$ cat config.mk
export PLATFORM = sky130hd
export DESIGN_NAME = led_seq_ctrl
export DESIGN_NICKNAME = d
export VERILOG_FILES = /design/src/rtl/led_seq_pkg.sv /design/src/rtl/led_step_timer.sv /design/src/rtl/led_seq_ctrl.sv
export SDC_FILE = /design/constraint.sdc
export NUM_CORES = 1
export LEC_CHECK = 0
export CORE_MARGIN = 2
export CORE_UTILIZATION = 45
export DETAILED_ROUTE_END_ITERATION = 16
export PLACE_DENSITY = 0.76
export SLEW_MARGIN = 0
export SYNTH_ARGS = -nofsm -noshare
export SYNTH_HDL_FRONTEND = slang
export SYNTH_SLANG_ARGS = --single-unit
$ cat constraint.sdc
create_clock -name ck -period 2.4 [get_ports ck]
set_clock_uncertainty 0.1 [all_clocks]
set_input_delay 0.24 -clock ck [delete_from_list [all_inputs] [get_ports ck]]
set_output_delay 0.24 -clock ck [all_outputs]
set_load 0.03 [all_outputs]
$ cat src/rtl/led_seq_pkg.sv
// led_seq_pkg: shared state codes, mode constants and LED pattern helper.
package led_seq_pkg;
  localparam logic [1:0] ST_IDLE = 2'b00;
  localparam logic [1:0] ST_RUN = 2'b01;
  localparam logic [1:0] ST_DONE = 2'b10;
  localparam logic MODE_CHASE = 1'b0;
  localparam logic MODE_FILL = 1'b1;
  localparam int N_LED = 8;
  localparam logic [7:0] PAT = 8'h80;
  function automatic logic [7:0] led_pat(input logic mode, input logic [2:0] pos);
    return (mode == MODE_FILL) ? ~(~PAT >> pos) : PAT >> pos;
  endfunction
endpackage

$ cat src/rtl/led_step_timer.sv
// led_step_timer: prescaler, step position and pass counter for one LED run.
module led_step_timer
  import led_seq_pkg::*;
#(
  parameter int SPD_W = 2
) (
  input  logic             ck,
  input  logic             rs,
  input  logic             start,
  input  logic             run,
  input  logic [SPD_W-1:0] speed,
  input  logic [3:0]       reps,
  output logic             tick,
  output logic             pass_end,
  output logic             last_pass,
  output logic [2:0]       pos_n
);
  logic [SPD_W-1:0] spd, psc;
  logic [3:0] rep_max, rep_cnt;
  logic [2:0] pos;
  assign tick = psc == spd;
  assign pass_end = pos == 3'd7;
  assign last_pass = rep_cnt == rep_max;
  assign pos_n = start ? 3'd0 : (run && tick) ? pos + 3'd1 : pos;
  // speed and reps are captured at grant so later input changes cannot disturb a run
  always_ff @(posedge ck) begin
    if (rs) begin
      spd <= '0;
      psc <= '0;
      pos <= '0;
      rep_max <= '0;
      rep_cnt <= '0;
    end else if (start) begin
      spd <= speed;
      psc <= '0;
      pos <= '0;
      rep_max <= (reps == 4'd0) ? 4'd0 : reps - 4'd1;
      rep_cnt <= '0;
    end else if (run) begin
      psc <= tick ? '0 : psc + 1'b1;
      pos <= pos_n;
      if (tick && pass_end) rep_cnt <= rep_cnt + 4'd1;
    end
  end
endmodule

$ cat src/rtl/led_seq_ctrl.sv
// led_seq_ctrl: arbitrates chase/fill requests and sequences the LED bar.
module led_seq_ctrl #(
  parameter int SPD_W = 2,
  parameter int N_LED = 8
) (
  input  logic             ck,
  input  logic             rs,
  input  logic [1:0]       req,
  input  logic             abort,
  input  logic [SPD_W-1:0] speed,
  input  logic [3:0]       reps,
  output logic [N_LED-1:0] y,
  output logic [1:0]       grant,
  output logic             busy,
  output logic             done,
  output logic [1:0]       st
);
  import led_seq_pkg::*;
  logic [1:0] st_n;
  logic mode, mode_n, last, start, run, tick, pass_end, last_pass;
  logic [2:0] pos_n;
  logic [N_LED-1:0] y_n;
  led_step_timer #(.SPD_W(SPD_W)) u_timer (
    .ck(ck),
    .rs(rs),
    .start(start),
    .run(run),
    .speed(speed),
    .reps(reps),
    .tick(tick),
    .pass_end(pass_end),
    .last_pass(last_pass),
    .pos_n(pos_n)
  );
  // on a double request the side not granted last wins
  always_comb begin
    st_n = ST_IDLE;
    mode_n = mode;
    start = 1'b0;
    if (st == ST_IDLE && req != 2'b00) begin
      st_n = ST_RUN;
      mode_n = (req == 2'b11) ? ~last : req[1];
      start = 1'b1;
    end else if (st == ST_RUN)
      st_n = abort ? ST_IDLE : (tick && pass_end && last_pass) ? ST_DONE : ST_RUN;
  end
  assign run = (st == ST_RUN) && !abort;
  assign y_n = (st_n == ST_RUN) ? led_pat(mode_n, pos_n) : '0;
  always_ff @(posedge ck) begin
    if (rs) begin
      st <= ST_IDLE;
      mode <= MODE_CHASE;
      last <= 1'b1;
      y <= '0;
    end else begin
      st <= st_n;
      mode <= mode_n;
      y <= y_n;
      if (start) last <= mode_n;
    end
  end
  assign busy = st == ST_RUN;
  assign grant = busy ? {mode, ~mode} : 2'b00;
  assign done = st == ST_DONE;
endmodule

== Word level (Yosys, flattened, before mapping) ==
Cells that the tools add are included.

* Register bits after elaboration: 27
* Bits of input ports: 11
* Word-level logic and storage cells: 51

* Add/sub/neg operators: 4
* Equality and inequality tests: 7
* Shifts and indexed selects: 2
* Mux-type cells: 13
* Bitwise gates (word level): 4
* Reduce and logical (&&, ||, !) cells: 12

{| class="wikitable"
|+ Operators with widths
! kind !! count
|-
| $mux 2 || 6
|-
| $mux 8 || 1
|-
| $not 8->8 || 1
|-
| $shr 7x3->8 const A || 1
|-
| $shr 8x3->8 const A || 1
|-
| $mux 3 || 2
|-
| $logic_and 1x1->1 || 5
|-
| $add 4x1->4 const B || 1
|-
| $eq 2x1->1 const B || 2
|-
| $eq 2x2->1 const B || 2
|-
| $eq 4x4->1 || 1
|-
| $logic_not 4->1 || 1
|-
| $mux 4 || 1
|-
| $reduce_or 2->1 || 2
|-
| $sub 4x1->4 const B || 1
|-
| $add 3x1->3 const B || 1
|-
| $eq 3x3->1 const B || 1
|-
| $mux 1 || 3
|-
| $not 1->1 || 3
|-
| $add 2x1->2 const B || 1
|-
| $eq 2x2->1 || 1
|-
| $logic_not 2->1 || 1
|-
| $reduce_and 2->1 || 1
|-
| $reduce_bool 2->1 || 1
|-
| $logic_not 1->1 || 1
|}

== Longest topological paths before layout ==
* Word-level depth: 10
* Mapped depth: 7

== Cells and area by module ==
Synthesis repeated with hierarchy kept, for this count alone.

* Cell total of the unflattened synthesis: 137
* Area total of the unflattened synthesis: 1293.7 µm²

{| class="wikitable"
|+ Modules (own cells, without submodules)
! module !! instances !! cells each !! area an instance (µm²) !! sequential area each (µm²)
|-
| led_step_timer || 1 || 85 || 742.0 || 300.3
|-
| led_seq_ctrl || 1 || 52 || 551.8 || 240.2
|}

== Worst setup path after synthesis ==
Ideal clock, no wire load.

* Kind: register to register
* Start: register st[0]
* End: register y[2]
* Library setup time: 0.058 ns
* Data arrival time: 1.987 ns
* Required time: 2.242 ns
* Setup slack: 0.255 ns
* Stages on the path, launching flop included: 6
* Path buffers: 0
* Period minus slack after synthesis: 2.145 ns
* Cells stage by stage: dfxtp_1 nor2b_1 nand2b_1 a311o_1 nor2_1 o21a_1

* Word-level cells in the longest chain between the ends: 8
* Elaborated cells on any way between the ends: 18
* Those cells by class: 2 x eq/ne; 2 x shift; 7 x mux; 2 x bitwise; 5 x reduce/logical

{| class="wikitable"
|+ RTL lines
! what !! RTL line !! RTL
|-
| start, declared || led_seq_ctrl.sv:16 || <nowiki>output logic [1:0] st</nowiki>
|-
| start signal, assigned || led_seq_ctrl.sv:56 || <nowiki>st <= st_n;</nowiki>
|-
| $eq 2x1->1 (*) || -- ||
|-
| net busy || led_seq_ctrl.sv:14 || <nowiki>output logic busy,</nowiki>
|-
| $logic_and 1x1->1 || led_seq_ctrl.sv:47 || <nowiki>assign run = (st == ST_RUN) && !abort;</nowiki>
|-
| $logic_and 1x1->1 || led_step_timer.sv:24 || <nowiki>assign pos_n = start ? 3'd0 : (run && tick) ? pos + 3'd1 : pos;</nowiki>
|-
| $mux 3 (2 in series) || led_step_timer.sv:24 ||
|-
| $shr 7x3->8 || led_seq_pkg.sv:11 || <nowiki>return (mode == MODE_FILL) ? ~(~PAT >> pos) : PAT >> pos;</nowiki>
|-
| $not 8->8 || led_seq_pkg.sv:11 ||
|-
| $mux 8 || led_seq_pkg.sv:11 ||
|-
| end signal, assigned || led_seq_ctrl.sv:58 || <nowiki>y <= y_n;</nowiki>
|-
| end, declared || led_seq_ctrl.sv:12 || <nowiki>output logic [N_LED-1:0] y,</nowiki>
|}

The timed path passes the listed nets; every way through them passes the cells marked *.
A chain may end at the register's enable or synchronous reset.

== Final worst setup path ==
* Start: register st[0]
* End: output port grant[1]

* Word-level cells in the longest chain between the ends: 2

{| class="wikitable"
|+ RTL lines
! what !! RTL line !! RTL
|-
| $eq 2x1->1 || led_seq_ctrl.sv:62 || <nowiki>assign busy = st == ST_RUN;</nowiki>
|-
| $mux 2 || led_seq_ctrl.sv:63 || <nowiki>assign grant = busy ? {mode, ~mode} : 2'b00;</nowiki>
|-
| end, declared || led_seq_ctrl.sv:13 || <nowiki>output logic [1:0] grant,</nowiki>
|}

No other way between the ends.

==> results.json <==
{
  "synth.most_common_cell": "dfxtp_1",
  "dp.cells": 199,
  "syn-instance-count": 148,
  "power_density_mw_per_mm2": 532.9,
  "cap_violations": 0,
  "pin_count": 25,
  "syn_nets": 162,
  "grt_max_degree": 15,
  "yosys-top-cells-count": "27 x dfxtp_1, 19 x nor2_1, 14 x nand2_1",
  "via_per_inst": 5.704,
  "critPathMaxFanout": 5,
  "end_kind": "primary output",
  "synth-seq-area-share_pct": 41.66,
  "overflow": 0,
  "power.total_w": 0.0008455,
  "insertion_delay_ns": 0.32,
  "row_count": 19,
  "drc": 0,
  "fin_util_pct": 57.53,
  "syn_area_mm2": 0.001297,
  "arrival_ns": 1.83,
  "root_buffer": "clkbuf_4",
  "final_cell_area_mm2": 0.001587,
  "worst_pin_slew_ns": 0.5954,
  "syn-mean-instance-area_um2": 8.767,
  "cts_buffers": 3,
  "period_needed_ns": 2.168,
  "htree_levels": 1,
  "place_congestion": 0.8571,
  "timing.final.crit_share_pct": 90.35,
  "wl_per_cell_um": 13.71,
  "netlist.area_leader.share_pct": 41.66,
  "layout-drive-gt1-share_pct": 6.977,
  "die_area_mm2": 0.003329,
  "drv_slew": 0,
  "cts_tree": "yes",
  "clkTransAtPathRegs_ns": 0.14,
  "die_h_um": 57.70,
  "grt_usage_pct": 18.36,
  "cp-startpoint": "st[0]",
  "timing.fmax_mhz": 461.2,
  "cts_resized": 0,
  "synth-edff-count": 0,
  "hold_buffers": 0,
  "die_x_um": 57.70,
  "finalSetupViolations": 0,
  "synth_top_area_cell": "dfxtp_1",
  "setup_tns_ns": 0,
  "ys_ff_latch": 27,
  "synth_warnings": 0,
  "nets": 187,
  "outcome": "finished, final reports clean",
  "dpl_cell_area_mm2": 0.001560,
  "hold_viol_final": 0,
  "slew_headroom_pct": 59.89,
  "area_growth_pct": 22.28,
  "post-cts-setup-buffers": 0,
  "clkSinkCount": 27,
  "fill_cells": 252,
  "port_buffers": 24,
  "peakVddDrop_mv": 0.3363,
  "drt_iter0_drc": 43,
  "synthFlopType": "dfxtp_1",
  "dp_hpwl_mm": 2.136,
  "start_util_pct": 47.05,
  "hold_path_class": "in2reg",
  "cts_max_path_buffers": 2,
  "grt_pass1_wl_mm": 4.871,
  "ys_types": 39,
  "antenna_left": 0,
  "route.vias.total": 1158,
  "required_ns": 2.06,
  "yosys-top-cells-area": "dfxtp_1 42%, nor2_1 5.5%, nand2_1 4.1%, xor2_1 4.1%, a21oi_1 3.5%",
  "hold_start": "speed[0]",
  "async_flop_share_pct": 0,
  "worstReg2RegStart": "u_timer.pos[0]",
  "crit_path_start_kind": "flip-flop",
  "coreArea_mm2": 0.002758,
  "fin_cells": 203,
  "n_antenna_cell": 0,
  "grt_pass1_vias": 1108,
  "rsz0062_at_grt": "false",
  "crit_type": "reg2out",
  "seq_area_um2": 540.5,
  "multi_input_area_um2": 721.9,
  "drt-pass1-iter-count": 4,
  "p_leak_nw": 0.5783,
  "drt_wl_total_mm": 2.784,
  "grt_antenna_before_repair": 0
}
==> power breakdown <==
group | switching (W) | total [W] | internal (W)
logic | 0.0000996 | 0.000174 | 0.0000747
clock network | 0.000126 | 0.000191 | 0.0000650
registers | 0.0000146 | 0.000480 | 0.000466
total | 0.000240 | 0.000846 | 0.000606
==> per-layer routing <==
| metal | wire length (um) | share of wire, % | global-route usage (%) | vias to the layer above |
|---|---|---|---|---|
| met1 | 1278 | 46 | 24.75 | 540 |
| li1 | - | - | - | 577 |
| met2 | 1297 | 47 | 30.36 | 37 |
| met4 | 29 | 1.0 | 6.312 | 0 |
| met5 | 0 | 0 | 0 | - |
| met3 | 179 | 6.4 | 2.455 | 4 |
==> state kept, by name, summed over array words and instances (netlist names) <==
register,count
last,1
mode,1
st,2
u_timer.pos,3
u_timer.psc,2
u_timer.rep_cnt,4
u_timer.rep_max,4
u_timer.spd,2
y,8
==> layout make-up <==
cell class | instances | share of cell area (%)
inverters | 1 | 0.2366
flip-flops and latches | 27 | 34.07
clock buffers | 4 | 1.656
well taps | 31 | 2.445
multi-input cells | 114 | 45.50
repair buffers | 26 | 16.09
==> cell usage in the layout (no fill, tap or decap), drive strengths merged, types with 2 or more instances in the layout <==
cell	instances
xor2	6
mux2i	3
nand2b	2
ha	3
and2	3
o21a	3
xnor2	4
nor3	9
clkbuf	4
o311a	2
buf	2
nand2	15
dfxtp	27
a21oi	9
nor2b	3
nand3	4
nor2	19
a221oi	2
and3	2
or3	2
o21ai	6
a211oi	6
clkdlybuf4s50	24
==> worst max-delay path, stage by stage, from the launching register on <==
cell	delay (ns)
dfxtp_1	0.40
nor2b_1	0.27
and2_1	0.17
clkdlybuf4s50_1	0.67
==> path summary, 6_finish.rpt <==
kind	slack, ns	depth (start not counted)	to
max	0.23	3	grant[1]
min	0.36	3	u_timer.spd[0]
min reg2reg	0.38	2	u_timer.rep_max[3]
max reg2reg	0.35	6	y[1]
==> logic make-up after synthesis <==
kind of cell / share of synthesized area [%]
xor gates and xnor gates: 6.750
muxes: 3.182
buffers and inverters: 2.699
AOI/OAI and AO/OA: 19.29
DFF: 41.66
adders and majority gates: 2.893
and+or+nand+nor: 23.53
==> per-stage QoR <==
step	hold slack [ns]	worst slack, ns
6_report	0.3555	0.2317
5_1_grt	0.3645	0.07317
4_1_cts	0.3541	0.1942
3_5_place_dp	0.3659	0.2177
3_3_place_gp	0.3615	0.2938
2_1_floorplan	0.2384	0.2551
Power figures use the tool's default switching activity.
